**src/rtl/pipe_bus_arbiter_if.sv**
```systemverilog
// pipe_bus_arbiter_if: external memory bus between the arbiter (master) and memory (slave)
interface pipe_bus_arbiter_if;
  logic        bus_req;
  logic        bus_we;
  logic [31:0] bus_addr;
  logic [3:0]  bus_sel;
  logic [31:0] bus_wdata;
  logic [31:0] bus_rdata;
  logic        bus_ack;
  modport master (output bus_req, bus_we, bus_addr, bus_sel, bus_wdata, input bus_rdata, bus_ack);
  modport slave  (input bus_req, bus_we, bus_addr, bus_sel, bus_wdata, output bus_rdata, bus_ack);
endinterface

```
**src/rtl/pipe_bus_arbiter.sv**
```systemverilog
// pipe_bus_arbiter: shares one memory bus between fetch and load/store and drives the pipeline stall vector
module pipe_bus_arbiter #(
  parameter int MEM_TIMEOUT = 255
) (
  input  logic               clk,
  input  logic               rst,
  input  logic               if_ce,
  input  logic [31:0]        if_addr,
  output logic [31:0]        if_inst,
  input  logic               mem_ce,
  input  logic               mem_we,
  input  logic [31:0]        mem_addr,
  input  logic [3:0]         mem_sel,
  input  logic [31:0]        mem_wdata,
  output logic [31:0]        mem_rdata,
  input  logic               stallreq_id,
  input  logic               stallreq_ex,
  input  logic               flush,
  output logic               mem_busy,
  output logic [5:0]         stall,
  output logic               bus_err_o,
  pipe_bus_arbiter_if.master bus
);
  localparam int CW = $clog2(MEM_TIMEOUT + 1);
  typedef enum logic [2:0] {IDLE, IF_BUS, IF_DRAIN, MEM_BUS, MEM_DONE} state_t;
  state_t state, nstate;
  logic [31:0] buf_data, tag;
  logic valid, hit, stallreq_mem, stallreq_if, fill, consume;
  logic [CW-1:0] cnt, cnt_n;
  assign hit = valid && tag == if_addr;
  assign stallreq_mem = mem_ce && state != MEM_DONE;
  assign stallreq_if = if_ce && !hit;
  assign fill = state == IF_BUS && bus.bus_ack && !flush;
  assign consume = hit && if_ce && !stall[1];
  // cnt holds the index of the current MEM_BUS cycle, saturating at the timeout
  assign cnt_n = nstate != MEM_BUS ? '0 : cnt == CW'(MEM_TIMEOUT) ? cnt : cnt + CW'(1);
  always_ff @(posedge clk or negedge rst)
    if (!rst) state <= IDLE;
    else state <= nstate;
  always_comb begin
    nstate = state;
    case (state)
      IDLE:     nstate = flush ? IDLE : mem_ce ? MEM_BUS : (if_ce && !hit) ? IF_BUS : IDLE;
      IF_BUS:   nstate = bus.bus_ack ? IDLE : flush ? IF_DRAIN : IF_BUS;
      IF_DRAIN: nstate = bus.bus_ack ? IDLE : IF_DRAIN;
      MEM_BUS:  nstate = bus.bus_ack ? MEM_DONE : MEM_BUS;
      MEM_DONE: nstate = IDLE;
      default:  nstate = IDLE;
    endcase
  end
  always_comb begin
    stall = (!rst || flush) ? 6'b000000 : stallreq_mem ? 6'b011111 : stallreq_ex ? 6'b001111 :
            (stallreq_id || stallreq_if) ? 6'b000111 : 6'b000000;
    mem_busy = state == MEM_BUS;
    if_inst = buf_data;
  end
  always_ff @(posedge clk or negedge rst) begin
    if (!rst) begin
      bus.bus_req <= 1'b0;
      bus.bus_we <= 1'b0;
      bus.bus_addr <= '0;
      bus.bus_sel <= '0;
      bus.bus_wdata <= '0;
      mem_rdata <= '0;
      buf_data <= '0;
      tag <= '0;
      valid <= 1'b0;
      cnt <= '0;
      bus_err_o <= 1'b0;
    end else begin
      cnt <= cnt_n;
      bus_err_o <= cnt_n == CW'(MEM_TIMEOUT) && cnt != CW'(MEM_TIMEOUT);
      if (state == IDLE && nstate == MEM_BUS) begin
        bus.bus_req <= 1'b1;
        bus.bus_we <= mem_we;
        bus.bus_addr <= mem_addr;
        bus.bus_sel <= mem_sel;
        bus.bus_wdata <= mem_wdata;
      end else if (state == IDLE && nstate == IF_BUS) begin
        bus.bus_req <= 1'b1;
        bus.bus_we <= 1'b0;
        bus.bus_addr <= if_addr;
        bus.bus_sel <= 4'hF;
        bus.bus_wdata <= '0;
      end else if (bus.bus_ack && (state == IF_BUS || state == IF_DRAIN || state == MEM_BUS)) begin
        bus.bus_req <= 1'b0;
      end
      if (state == MEM_BUS && bus.bus_ack && !bus.bus_we) mem_rdata <= bus.bus_rdata;
      // a fill wins over invalidation; a flush in MEM_BUS cannot occur
      if (fill) begin
        buf_data <= bus.bus_rdata;
        tag <= bus.bus_addr;
        valid <= 1'b1;
      end else if (consume || (flush && state != MEM_BUS)) begin
        valid <= 1'b0;
      end
    end
  end
endmodule

```
**src/flat_wrapper.sv**
```systemverilog
// flat-port wrapper written by rule: the top's interface ports become plain ports
module pipe_bus_arbiter_flat 
#(
  parameter int MEM_TIMEOUT = 255
)
  (clk, rst, if_ce, if_addr, if_inst, mem_ce, mem_we, mem_addr, mem_sel, mem_wdata, mem_rdata, stallreq_id, stallreq_ex, flush, mem_busy, stall, bus_err_o, bus_bus_req, bus_bus_we, bus_bus_addr, bus_bus_sel, bus_bus_wdata, bus_bus_rdata, bus_bus_ack);
  pipe_bus_arbiter_if bus_i ();
  input  logic clk;
  input  logic rst;
  input  logic if_ce;
  input  logic [31:0] if_addr;
  output logic [31:0] if_inst;
  input  logic mem_ce;
  input  logic mem_we;
  input  logic [31:0] mem_addr;
  input  logic [3:0] mem_sel;
  input  logic [31:0] mem_wdata;
  output logic [31:0] mem_rdata;
  input  logic stallreq_id;
  input  logic stallreq_ex;
  input  logic flush;
  output logic mem_busy;
  output logic [5:0] stall;
  output logic bus_err_o;
  output wire logic [$bits(bus_i.bus_req)-1:0] bus_bus_req;
  output wire logic [$bits(bus_i.bus_we)-1:0] bus_bus_we;
  output wire logic [$bits(bus_i.bus_addr)-1:0] bus_bus_addr;
  output wire logic [$bits(bus_i.bus_sel)-1:0] bus_bus_sel;
  output wire logic [$bits(bus_i.bus_wdata)-1:0] bus_bus_wdata;
  input wire logic [$bits(bus_i.bus_rdata)-1:0] bus_bus_rdata;
  input wire logic [$bits(bus_i.bus_ack)-1:0] bus_bus_ack;
  assign bus_bus_req = bus_i.bus_req;
  assign bus_bus_we = bus_i.bus_we;
  assign bus_bus_addr = bus_i.bus_addr;
  assign bus_bus_sel = bus_i.bus_sel;
  assign bus_bus_wdata = bus_i.bus_wdata;
  assign bus_i.bus_rdata = bus_bus_rdata;
  assign bus_i.bus_ack = bus_bus_ack;
  pipe_bus_arbiter #(.MEM_TIMEOUT(MEM_TIMEOUT)) u_core (.clk(clk), .rst(rst), .if_ce(if_ce), .if_addr(if_addr), .if_inst(if_inst), .mem_ce(mem_ce), .mem_we(mem_we), .mem_addr(mem_addr), .mem_sel(mem_sel), .mem_wdata(mem_wdata), .mem_rdata(mem_rdata), .stallreq_id(stallreq_id), .stallreq_ex(stallreq_ex), .flush(flush), .mem_busy(mem_busy), .stall(stall), .bus_err_o(bus_err_o), .bus(bus_i));
endmodule
```
**config.mk**
```make
export PLATFORM = sky130hd
export DESIGN_NAME = pipe_bus_arbiter_flat
export DESIGN_NICKNAME = d
export VERILOG_FILES = /design/src/rtl/pipe_bus_arbiter_if.sv /design/src/rtl/pipe_bus_arbiter.sv /design/src/flat_wrapper.sv
export SDC_FILE = /design/constraint.sdc
export NUM_CORES = 1
export LEC_CHECK = 0
export CAP_MARGIN = 20
export CORE_UTILIZATION = 50
export CTS_BUF_LIST = sky130_fd_sc_hd__clkbuf_4 sky130_fd_sc_hd__clkbuf_8
export CTS_CLUSTER_DIAMETER = 100
export DETAILED_ROUTE_END_ITERATION = 10
export GPL_TIMING_DRIVEN = 0
export HOLD_SLACK_MARGIN = 0.15
export PLACE_DENSITY = 0.95
export SLEW_MARGIN = 20
export SYNTH_ARGS = -nofsm -noshare
export SYNTH_HDL_FRONTEND = slang
export SYNTH_SLANG_ARGS = --single-unit
export TNS_END_PERCENT = 20
```
**constraint.sdc**
```tcl
create_clock -name clk -period 3.25 [get_ports clk]
set_input_delay 0.325 -clock clk [delete_from_list [all_inputs] [get_ports clk]]
set_output_delay 0.325 -clock clk [all_outputs]
set_load 0.005 [all_outputs]
```
After elaboration in Yosys (flattened, before gate mapping):

Cells that the tools add are included.

* $add $sub $neg: 1
* multiplexer cells: 27
* eq/ne operators: 12
* reduce and logical (&&, ||, !) cells: 28

Operator list (count)
* 2-to-1 mux 32 bit: 4
* == test 32 bit: 1
* 2-to-1 mux 6 bit: 3
* == test 8 bit, second input constant: 2
* 2-to-1 mux 8 bit: 2
* 2-to-1 mux 3 bit: 5
* logical AND 1 bit: 14
* one-hot mux 3 bit (4 select lines): 1
* == test 3 x 2 -> 1 bit, second input constant: 3
* adder 8 x 1 -> 8 bit, second input constant: 1
* 2-to-1 mux 1 bit: 8
* 2-to-1 mux 4 bit: 2
* inequality test 8 bit, second input constant: 1
* == test 3 x 1 -> 1 bit, second input constant: 2
* inequality test 3 x 2 -> 1 bit, second input constant: 2
* zero test 1 bit: 5
* logical OR 1 bit: 5
* 2-to-1 mux 2 bit: 2
* nonzero test 2 bit: 2
* zero test 3 bit: 1
* inequality test 3 bit, second input constant: 1
* nonzero test 3 bit: 1

* logic and storage cells: 80
* register bits after elaboration: 179

Longest topological paths before layout:

Gate-level depths: netlist of run 1.

* depth after elaboration: 14
* mapped depth: 7
* mapped depth without buffers: 6

Worst setup path before layout of run 1:

No wires, ideal clock.

* path kind: register to output
* from: register u_core.tag[5]
* to: output port stall[1]
* data required time: 2.925 ns
* slack: 1.390 ns
* stages on the path, launching flop included: 7
* arrival: 1.535 ns
* cells stage by stage: dfrtp_1 > xnor2_1 > nand4_1 > nor4_2 > nand3_2 > a41o_1 > buf_4

* longest elaborated chain between the ends: 9

RTL lines
* start, declared: line pipe_bus_arbiter.sv:27 `logic [31:0] buf_data, tag;`
* start signal, assigned: line pipe_bus_arbiter.sv:92 `tag <= bus.bus_addr;`
* == test 32 bit: line pipe_bus_arbiter.sv:30 `assign hit = valid && tag == if_addr;`
* logical AND 1 bit: line pipe_bus_arbiter.sv:30
* zero test 1 bit: line pipe_bus_arbiter.sv:32 `assign stallreq_if = if_ce && !hit;`
* logical AND 1 bit: line pipe_bus_arbiter.sv:32
* logical OR 1 bit: line pipe_bus_arbiter.sv:53 `(stallreq_id || stallreq_if) ? 6'b000111 : 6'b000000;`
* 2-to-1 mux 3 bit: line pipe_bus_arbiter.sv:53
* 2-to-1 mux 6 bit (3 in series): line pipe_bus_arbiter.sv:52 `stall = (!rst || flush) ? 6'b000000 : stallreq_mem ? 6'b011111 : stallreq_ex ? 6'b001111 :`
* end, declared: line flat_wrapper.sv:23 `output logic [5:0] stall;`

No other way between the ends.

Worst setup path in the final report of run 1:

* from: register u_core.tag[4]
* to: output port stall[2]

Same word-level chain as after synthesis.

==> flow_results.org, run 1 <==
** Route
- Post-route antenna net violation count :: 0
- Before antenna repair, the detailed router went through 5 iterations.
- The detailed router finished its first iteration with 399 violations.
- Post-DR wirelength/cell :: 18.3 um
- Mean number of vias per cell :: 5.35
- For this block, the routed nets add up to 22,300 um of wire.
- After detailed routing, the number of remaining DRC violations is 0.
- The routed layout has 6,524 vias.

** STA
- Clock tree skew after final layout :: 16.0 ps
- RSZ-0062 raised after global routing :: no
- Final worst setup slack :: 152 ps
- Setup-failing EPs final :: 0
- Relative slew slack :: 56.7%
- Setup_tns :: 0 ps
- Number of max-slew violations in the final report :: 0
- The clock period could shrink to 3100 ps.
- Period utilization :: 95.3%
- At the pin with the least slew margin, the transition time is 644 ps.
- The tightest hold path in the finished design has a slack of 315 ps.
- The number of hold-slack violations in the final timing report is 0.
- Derived from the worst setup path, the maximum achievable clock frequency is 0.323 GHz.

** Placement
- Half-perimeter wire length after placement :: 16,400 um
- After detailed placement, the design holds a cell count of 1,184.
- Gp weighted congestion :: 0.851
- Port buffering added 280 buffers.
- OpenSTA, run right after detailed placement, puts the worst setup slack at 23.7 ps.
- After detailed placement, the total cell area comes to 0.0111 mm^2.

** Global route
- The initial antenna violation count was 0.
- The via count of the first global-routing pass was 6,491.
- The total overflow left after global routing is 0.
- Wire length of the first global-routing pass :: 34,000 um
- Entering global routing, the biggest net connects 84 pins.
- In the global route stage, overall resource usage came out at 27.1%.

** Synthesis
- Count of distinct cell types in the synthesized netlist :: 45
- A synthesized cell averages 11.5 um^2.
- Number of enable flip-flop cells after synthesis :: 0
- Sequential cell area fraction in the yosys report :: 56.4%
- Synthesis inferred 179 register bits.
- Synthesized netlist net count :: 833
- Yosys printed 0 warnings.
- In the synthesized netlist the async set-or-reset flop fraction comes to 100%.
- In the synthesized netlist the dominant register cell turns out to be sky130_fd_sc_hd__dfrtp_1.
- The mapped netlist covers 0.00795 mm^2.
- Synthesis handed over a netlist of 691 instances.

** Critical path
- Worst Reg-to-Reg Cells :: 8
- Worst-path maximum fanout :: 4
- CP Data Required Time :: 2920 ps
- The endpoint identified for the worst register-to-register timing path is u_core.bus.bus_addr[4]$_DFFE_PN0P_.
- CP Capture Type :: primary output
- Worst R2R Start :: u_core.tag[4]$_DFFE_PN0P_
- Path type of the worst setup path :: flop to primary output
- Setup slack on the worst reg-to-reg path comes out at 900 ps.
- Data on the critical path arrives at its endpoint at 2770 ps.
- Kind of launch point of the worst setup path :: flop

** Power and ir drop
- Leakage power figure :: 4.94 nW
- In this run switching power makes up 30.9% of total power.
- P_int :: 6.66 mW
- Sequential cells account for 41.8% of the total power.
- Combinational logic burns 42.3% of the power.
- Dividing total power by cell area gives a power density of 837 mW/mm^2.
- Clock group share of total power :: 15.9%
- Largest vdd supply drop :: 0.450 mV
- NetSw :: 2.98 mW

** Die
- In this run the count of I/O pins placed on the die edge is 283.
- The core region is 0.0154 mm^2.
- After floorplanning, the core was divided into 45 placement rows.
- Once the floorplan was initialized, standard cells occupied 51.7% of the core.
- Width of the chip :: 128 um
- The floorplan step defined a die boundary enclosing 0.0164 mm^2.
- The die is 128 um tall.

** Clock tree
- Clk slew on worst S/H paths :: 90 ps
- Counting along the longest clock path gives a buffer depth of 2.
- TritonCTS built the clock tree.
- Root Driver :: sky130_fd_sc_hd__clkbuf_8
- Num CTS Buffers :: 17
- Clock insertion delay at the later pin of the skew report :: 450 ps
- Num Clock Sinks :: 179
- H-tree level count :: 4

** Cells and area
- In the final layout, the share of cells above drive strength 1 is 16.0%.
- Finished Layout Cells :: 1,219
- The repair_antennas step left the layout with diodes totalling 0.
- Layout overhead on the synthesized area :: 45.1%
- The finished cells cover 0.0115 mm^2.
- Final net count :: 1,137

** Min path
- The min-delay analysis places its worst path in the category input pin to async pin.

** Job
- Max-cap violations in this run came to 0.

** Status
- The flow ran to the end, and the final reports show no timing, DRC or antenna violations.
==> power groups by stage <==
stage | Combinational (mW) | Sequential (mW) | Clock (mW)
4_1_cts | 4.10 | 4.00 | 1.56
2_1_floorplan | 1.66 | 3.98 | 0
3_3_place_gp | 3.95 | 3.95 | 0
6_report | 4.08 | 4.03 | 1.53
3_5_place_dp | 4.06 | 4.03 | 0
5_1_grt | 4.36 | 4.13 | 1.65
==> repair_timing <==
item                                   CTS  global route
hold buffers                             1             0
cloned                                   0             1
pin swaps                                0             1
endpoints found under the hold margin  106             0
setup buffers                            0             1
setup endpoints to repair                2             2
gates resized for setup                  1             1
==> through the flow <==
step	utilization [%]	total power, mW
detailed placement	72.0	8.10
floorplan	-	5.64
CTS	74.7	9.66
global placement	71.6	7.90
finish	75.0	9.65
global route	75.0	10.1
==> area by class of cell <==
| cell class | count | area (um^2) |
|---|---|---|
| buffer | 40 | 243 |
| clock inverter | 11 | 128 |
| multi-input combinational | 466 | 3220 |
| clock buffer | 21 | 270 |
| tap | 211 | 264 |
| timing repair buffer | 285 | 2910 |
| sequential | 179 | 4480 |
| inverter | 6 | 22.5 |
| fill | 979 | 3840 |
==> metal layers <==
layer  vias to the layer above  routed length [um]  global-route usage [%]
met1                      3172                8970                    33.1
met4                         0                 598                    10.4
met5                         -                   0                       0
met3                        43                1500                    6.18
li1                       3010                   -                       -
met2                       299               11300                    47.0
==> worst max path at each step <==
| stage | from | endpoint | cells after the start |
|---|---|---|---|
| after floorplan | u_core.tag[5]$_DFFE_PN0P_ | stall[1] | 6 |
| after global placement | rst | stall[2] | 6 |
| after detailed placement | if_addr[5] | stall[2] | 8 |
| after CTS | u_core.tag[5]$_DFFE_PN0P_ | stall[2] | 7 |
| after global routing | u_core.tag[14]$_DFFE_PN0P_ | stall[2] | 7 |
| final | u_core.tag[4]$_DFFE_PN0P_ | stall[2] | 7 |
==> state kept, by name (all words and copies together), names as in the netlist <==
signal and flops:
u_core.bus.bus_we 1, u_core.bus.bus_wdata 32, u_core.bus.bus_sel 4, u_core.tag 32, u_core.bus.bus_req 1, u_core.cnt 8
u_core.bus_err_o 1, u_core.if_inst 32, u_core.mem_rdata 32, u_core.state 3, u_core.valid 1, u_core.bus.bus_addr 32
==> critical path, stage by stage (launching register included) <==
cell and delay [ps]:
sky130_fd_sc_hd__dfrtp_1 400, sky130_fd_sc_hd__xnor2_1 220, sky130_fd_sc_hd__nand4_1 210, sky130_fd_sc_hd__nor4_4 410, sky130_fd_sc_hd__nand3_2 200, sky130_fd_sc_hd__a41o_1 320, sky130_fd_sc_hd__buf_4 140, sky130_fd_sc_hd__clkdlybuf4s50_1 450
==> cell usage in the layout, fill, tap and decap left out, types with 3 or more instances in the layout <==
cell	count
sky130_fd_sc_hd__nor2_1	86
sky130_fd_sc_hd__nand3_1	10
sky130_fd_sc_hd__nand2b_1	3
sky130_fd_sc_hd__a21oi_1	10
sky130_fd_sc_hd__nand2_1	81
sky130_fd_sc_hd__nand4_1	9
sky130_fd_sc_hd__inv_6	3
sky130_fd_sc_hd__xnor2_1	32
sky130_fd_sc_hd__o22ai_1	32
sky130_fd_sc_hd__clkbuf_8	18
sky130_fd_sc_hd__clkbuf_4	3
sky130_fd_sc_hd__clkbuf_1	13
sky130_fd_sc_hd__mux2_1	8
sky130_fd_sc_hd__clkdlybuf4s50_1	279
sky130_fd_sc_hd__mux2_2	39
sky130_fd_sc_hd__mux2_4	49
sky130_fd_sc_hd__dfrtp_1	179
sky130_fd_sc_hd__o21ai_1	9
sky130_fd_sc_hd__inv_1	6
sky130_fd_sc_hd__buf_6	7
sky130_fd_sc_hd__buf_2	13
sky130_fd_sc_hd__o21ai_0	31
sky130_fd_sc_hd__clkinvlp_4	3
sky130_fd_sc_hd__nor3_1	36
sky130_fd_sc_hd__buf_4	7
==> logic make-up after synthesis <==
kind of cell,count (synthesis),synth area share (%)
buffers and inverters,46,3.34
AO/OA/AOI/OAI,92,6.71
other,1,0.0472
XOR/XNOR,34,3.75
AND/OR/NAND/NOR,240,13.5
flip-flops,179,56.4
multiplexers,98,16.2
adder cells (fa/ha/maj),1,0.157
==> Yosys cell counts (all sizes together) (2+ instances only) <==
| cell | number | area [um^2] |
|---|---|---|
| inv | 6 | 22.5 |
| nor3 | 36 | 180 |
| clkbuf | 14 | 53.8 |
| nand3 | 11 | 60.1 |
| mux2i | 2 | 20.0 |
| o211ai | 2 | 15.0 |
| nand2 | 81 | 304 |
| dfrtp | 179 | 4480 |
| nand2b | 4 | 32.5 |
| o22ai | 32 | 200 |
| nor4 | 4 | 43.8 |
| xnor2 | 33 | 289 |
| mux2 | 96 | 1260 |
| and2 | 3 | 21.3 |
| o21ai | 40 | 200 |
| and3 | 2 | 12.5 |
| nand4 | 9 | 56.3 |
| nor2 | 86 | 323 |
| buf | 26 | 189 |
| a21oi | 10 | 50.1 |
No activity file was read; power rests on OpenSTA's default activity.
==> inputs of run 2 (changes only) <==
--- a/config.mk
+++ b/config.mk
@@ -6,10 +6,13 @@
 export NUM_CORES = 1
 export LEC_CHECK = 0
 export CAP_MARGIN = 20
-export CORE_UTILIZATION = 50
+export CELL_PAD_IN_SITES_DETAIL_PLACEMENT = 1
+export CELL_PAD_IN_SITES_GLOBAL_PLACEMENT = 1
+export CORE_UTILIZATION = 54
 export CTS_BUF_LIST = sky130_fd_sc_hd__clkbuf_4 sky130_fd_sc_hd__clkbuf_8
 export CTS_CLUSTER_DIAMETER = 100
 export DETAILED_ROUTE_END_ITERATION = 10
+export DONT_BUFFER_PORTS = 1
 export GPL_TIMING_DRIVEN = 0
 export HOLD_SLACK_MARGIN = 0.15
 export PLACE_DENSITY = 0.95
==> flow_results.org, run 2 (synthesized netlist as in run 1, its figures left out) <==
** Cells and area
- The finished layout holds 1,038 standard cells, fillers aside.
- Most common cell after layout, fill and taps aside :: sky130_fd_sc_hd__dfrtp_1
- Leaving out fill and tap cells, the most frequent cells in the layout are 179 x sky130_fd_sc_hd__dfrtp_1, 133 x sky130_fd_sc_hd__dlygate4sd3_1, 86 x sky130_fd_sc_hd__nor2_1.
- After routing the design area is 0.00994 mm^2.
- The final layout contains 986 nets.
- In the final layout, the share of cells above drive strength 1 is 18.6%.
- For this run, the share of the core covered by cells in the final layout is 70.5%.
- The area growth from synthesis to layout is 25.1%.

** STA
- Setup_tns :: -1080 ps
- Worst hold slack :: -479 ps
- The number of hold-slack violations in the final timing report was 179.
- The number of max-slew violations in the final report is 0.
- Setup-failing EPs final :: 12
- Clock tree skew after final layout :: 24.6 ps
- The worst path uses 113% of the clock period.
- Final worst setup slack :: -415 ps
- Timing would allow up to 0.273 GHz.
- Shortest clock period the worst path allows after layout :: 3670 ps
- In this run the tightest slew margin relative to its limit is 33.3%.
- Transition at the pin with the smallest max-transition slack :: 993 ps

** Route
- Remaining design rule violation count :: 0
- After detailed routing, the total wire length is 35,400 um.
- Mean number of vias per cell :: 6.80
- In this run the remaining antenna-violating nets after routing total 0.
- First drt pass iteration count :: 5
- Iter 0 DRT Violations :: 673
- Routed vias :: 7,055
- Dividing the detail-routed wire length by the instance count gives 34.1 um.

** Placement
- Input and output buffers added on the ports amount to 0.
- Gp weighted congestion :: 0.887
- Cell area after placement :: 0.00817 mm^2
- Half-perimeter wire length after placement :: 17,000 um
- In this run, placement finished with an instance count of 871.

** Die
- The initial utilization of the core area, before any placement, comes to 56.4%.
- Placeable core region :: 0.0141 mm^2
- Width of the chip :: 123 um
- The die covers 0.0152 mm^2.
- After floorplanning, the core was divided into 43 placement rows.
- During I/O placement, the number of pins put on the boundary was 283.
- From bottom edge to top edge, the die measures 123 um.

** Power and ir drop
- For this design the ratio of total power to cell area is 915 mW/mm^2.
- Summing internal, switching and leakage power gives 9.09 mW.
- Largest vdd supply drop :: 0.449 mV
- Summed over all cells, the static leakage comes to 4.36 nW.

** Global route
- GRT Resource Usage Total :: 44.3%
- Wire length of the first global-routing pass :: 47,300 um
- The total overflow left after global routing is 0.
- Maximum number of pins on one net before global-route repair :: 182
- The via count of the first global-routing pass is 7,626.
- The initial antenna violation count came to 6.

** Status
- Status :: finished with violations
- Violations in the final reports :: negative hold slack, negative setup slack

** Clock tree
- Num Clock Sinks :: 179
- After clock tree synthesis, the clock-pin slew on the worst setup and hold paths is 110 ps.
- The root buffer cell chosen for the clock tree is sky130_fd_sc_hd__clkbuf_8.
- The clock passes through at most 2 buffers.
- The clock tree synthesis step divided the H-tree into 4 levels.
- After clock tree synthesis, the flow added hold-fix buffers numbering 133.
- At the later pin of the worst-skew pair, clock insertion delay measures 480 ps.
- TritonCTS built the clock tree.
- Num CTS Buffers :: 17

** Critical path
- Worst-path maximum fanout :: 10
- Path type of the worst setup path :: flop to flop
- Worst setup slack for register-to-register paths :: -420 ps
- CP Capture Type :: flop
- For the worst setup path, the data arrival time is 4070 ps.
- STA classifies the critical path startpoint as a flop.
- CP Data Required Time :: 3650 ps

** Job
- The tool flagged a number of max-cap violations equal to 0.

** Min path
- Worst hold path class :: input pin to async pin
run 2: timing repair:
item | CTS | global route
buffers inserted | 0 | 1
gates resized for setup | 0 | 9
setup endpoints to repair | 0 | 35
endpoints found under the hold margin | 316 | 179
run 2: critical path, stage by stage (launching register included):
cell	delay, ps
sky130_fd_sc_hd__dfrtp_1	570
sky130_fd_sc_hd__xnor2_2	320
sky130_fd_sc_hd__nand4_1	240
sky130_fd_sc_hd__nor4_4	530
sky130_fd_sc_hd__a311o_2	380
sky130_fd_sc_hd__buf_4	230
sky130_fd_sc_hd__nor2_1	70
sky130_fd_sc_hd__nor3_1	520
sky130_fd_sc_hd__dlygate4sd3_1	710
run 2: final cells by class:
class	instances	area (um^2)
antenna	4	10.0
buffer	40	245
clock buffer	20	269
clock inverter	9	109
fill	1387	4160
inverter	6	22.5
multi-input combinational	466	3240
sequential	179	4480
tap	180	225
timing repair buffer	134	1340
run 2: per-stage QoR:
stage | hold slack [ps] | worst slack [ps]
after CTS | -476 | 169
final | -479 | -415
after detailed placement | 33.8 | 746
after floorplan | 29.4 | 1390
after global placement | 33.3 | 836
after global routing | -490 | -558
run 2: worst paths after layout:
check,end,start,cells past startpoint
setup / recovery,u_core.bus.bus_addr[22]$_DFFE_PN0P_,u_core.tag[2]$_DFFE_PN0P_,8
hold / removal,u_core.bus.bus_addr[16]$_DFFE_PN0P_,rst,0
setup reg to reg,u_core.bus.bus_addr[22]$_DFFE_PN0P_,u_core.tag[2]$_DFFE_PN0P_,8
hold reg to reg,u_core.mem_rdata[4]$_DFFE_PN0P_,u_core.mem_rdata[4]$_DFFE_PN0P_,1
max in group asynchronous,u_core.mem_rdata[23]$_DFFE_PN0P_,rst,0
min in group clk,u_core.bus.bus_addr[8]$_DFFE_PN0P_,mem_addr[8],2
run 2: report_power, final:
| part | internal, mW | switching (mW) | leakage [nW] |
|---|---|---|---|
| clock network | 0.721 | 0.889 | 0.194 |
| logic | 1.51 | 1.40 | 2.01 |
| registers | 3.26 | 1.31 | 2.15 |
run 2: metal layers:
| metal | global-route usage (%) | part of all wire (%) | wire [um] |
|---|---|---|---|
| met1 | 44.5 | 33 | 11600 |
| met2 | 70.7 | 47 | 16800 |
| met4 | 34.8 | 9.1 | 3230 |
| met5 | 3.47 | 0.076 | 27 |
| met3 | 20.4 | 11 | 3770 |
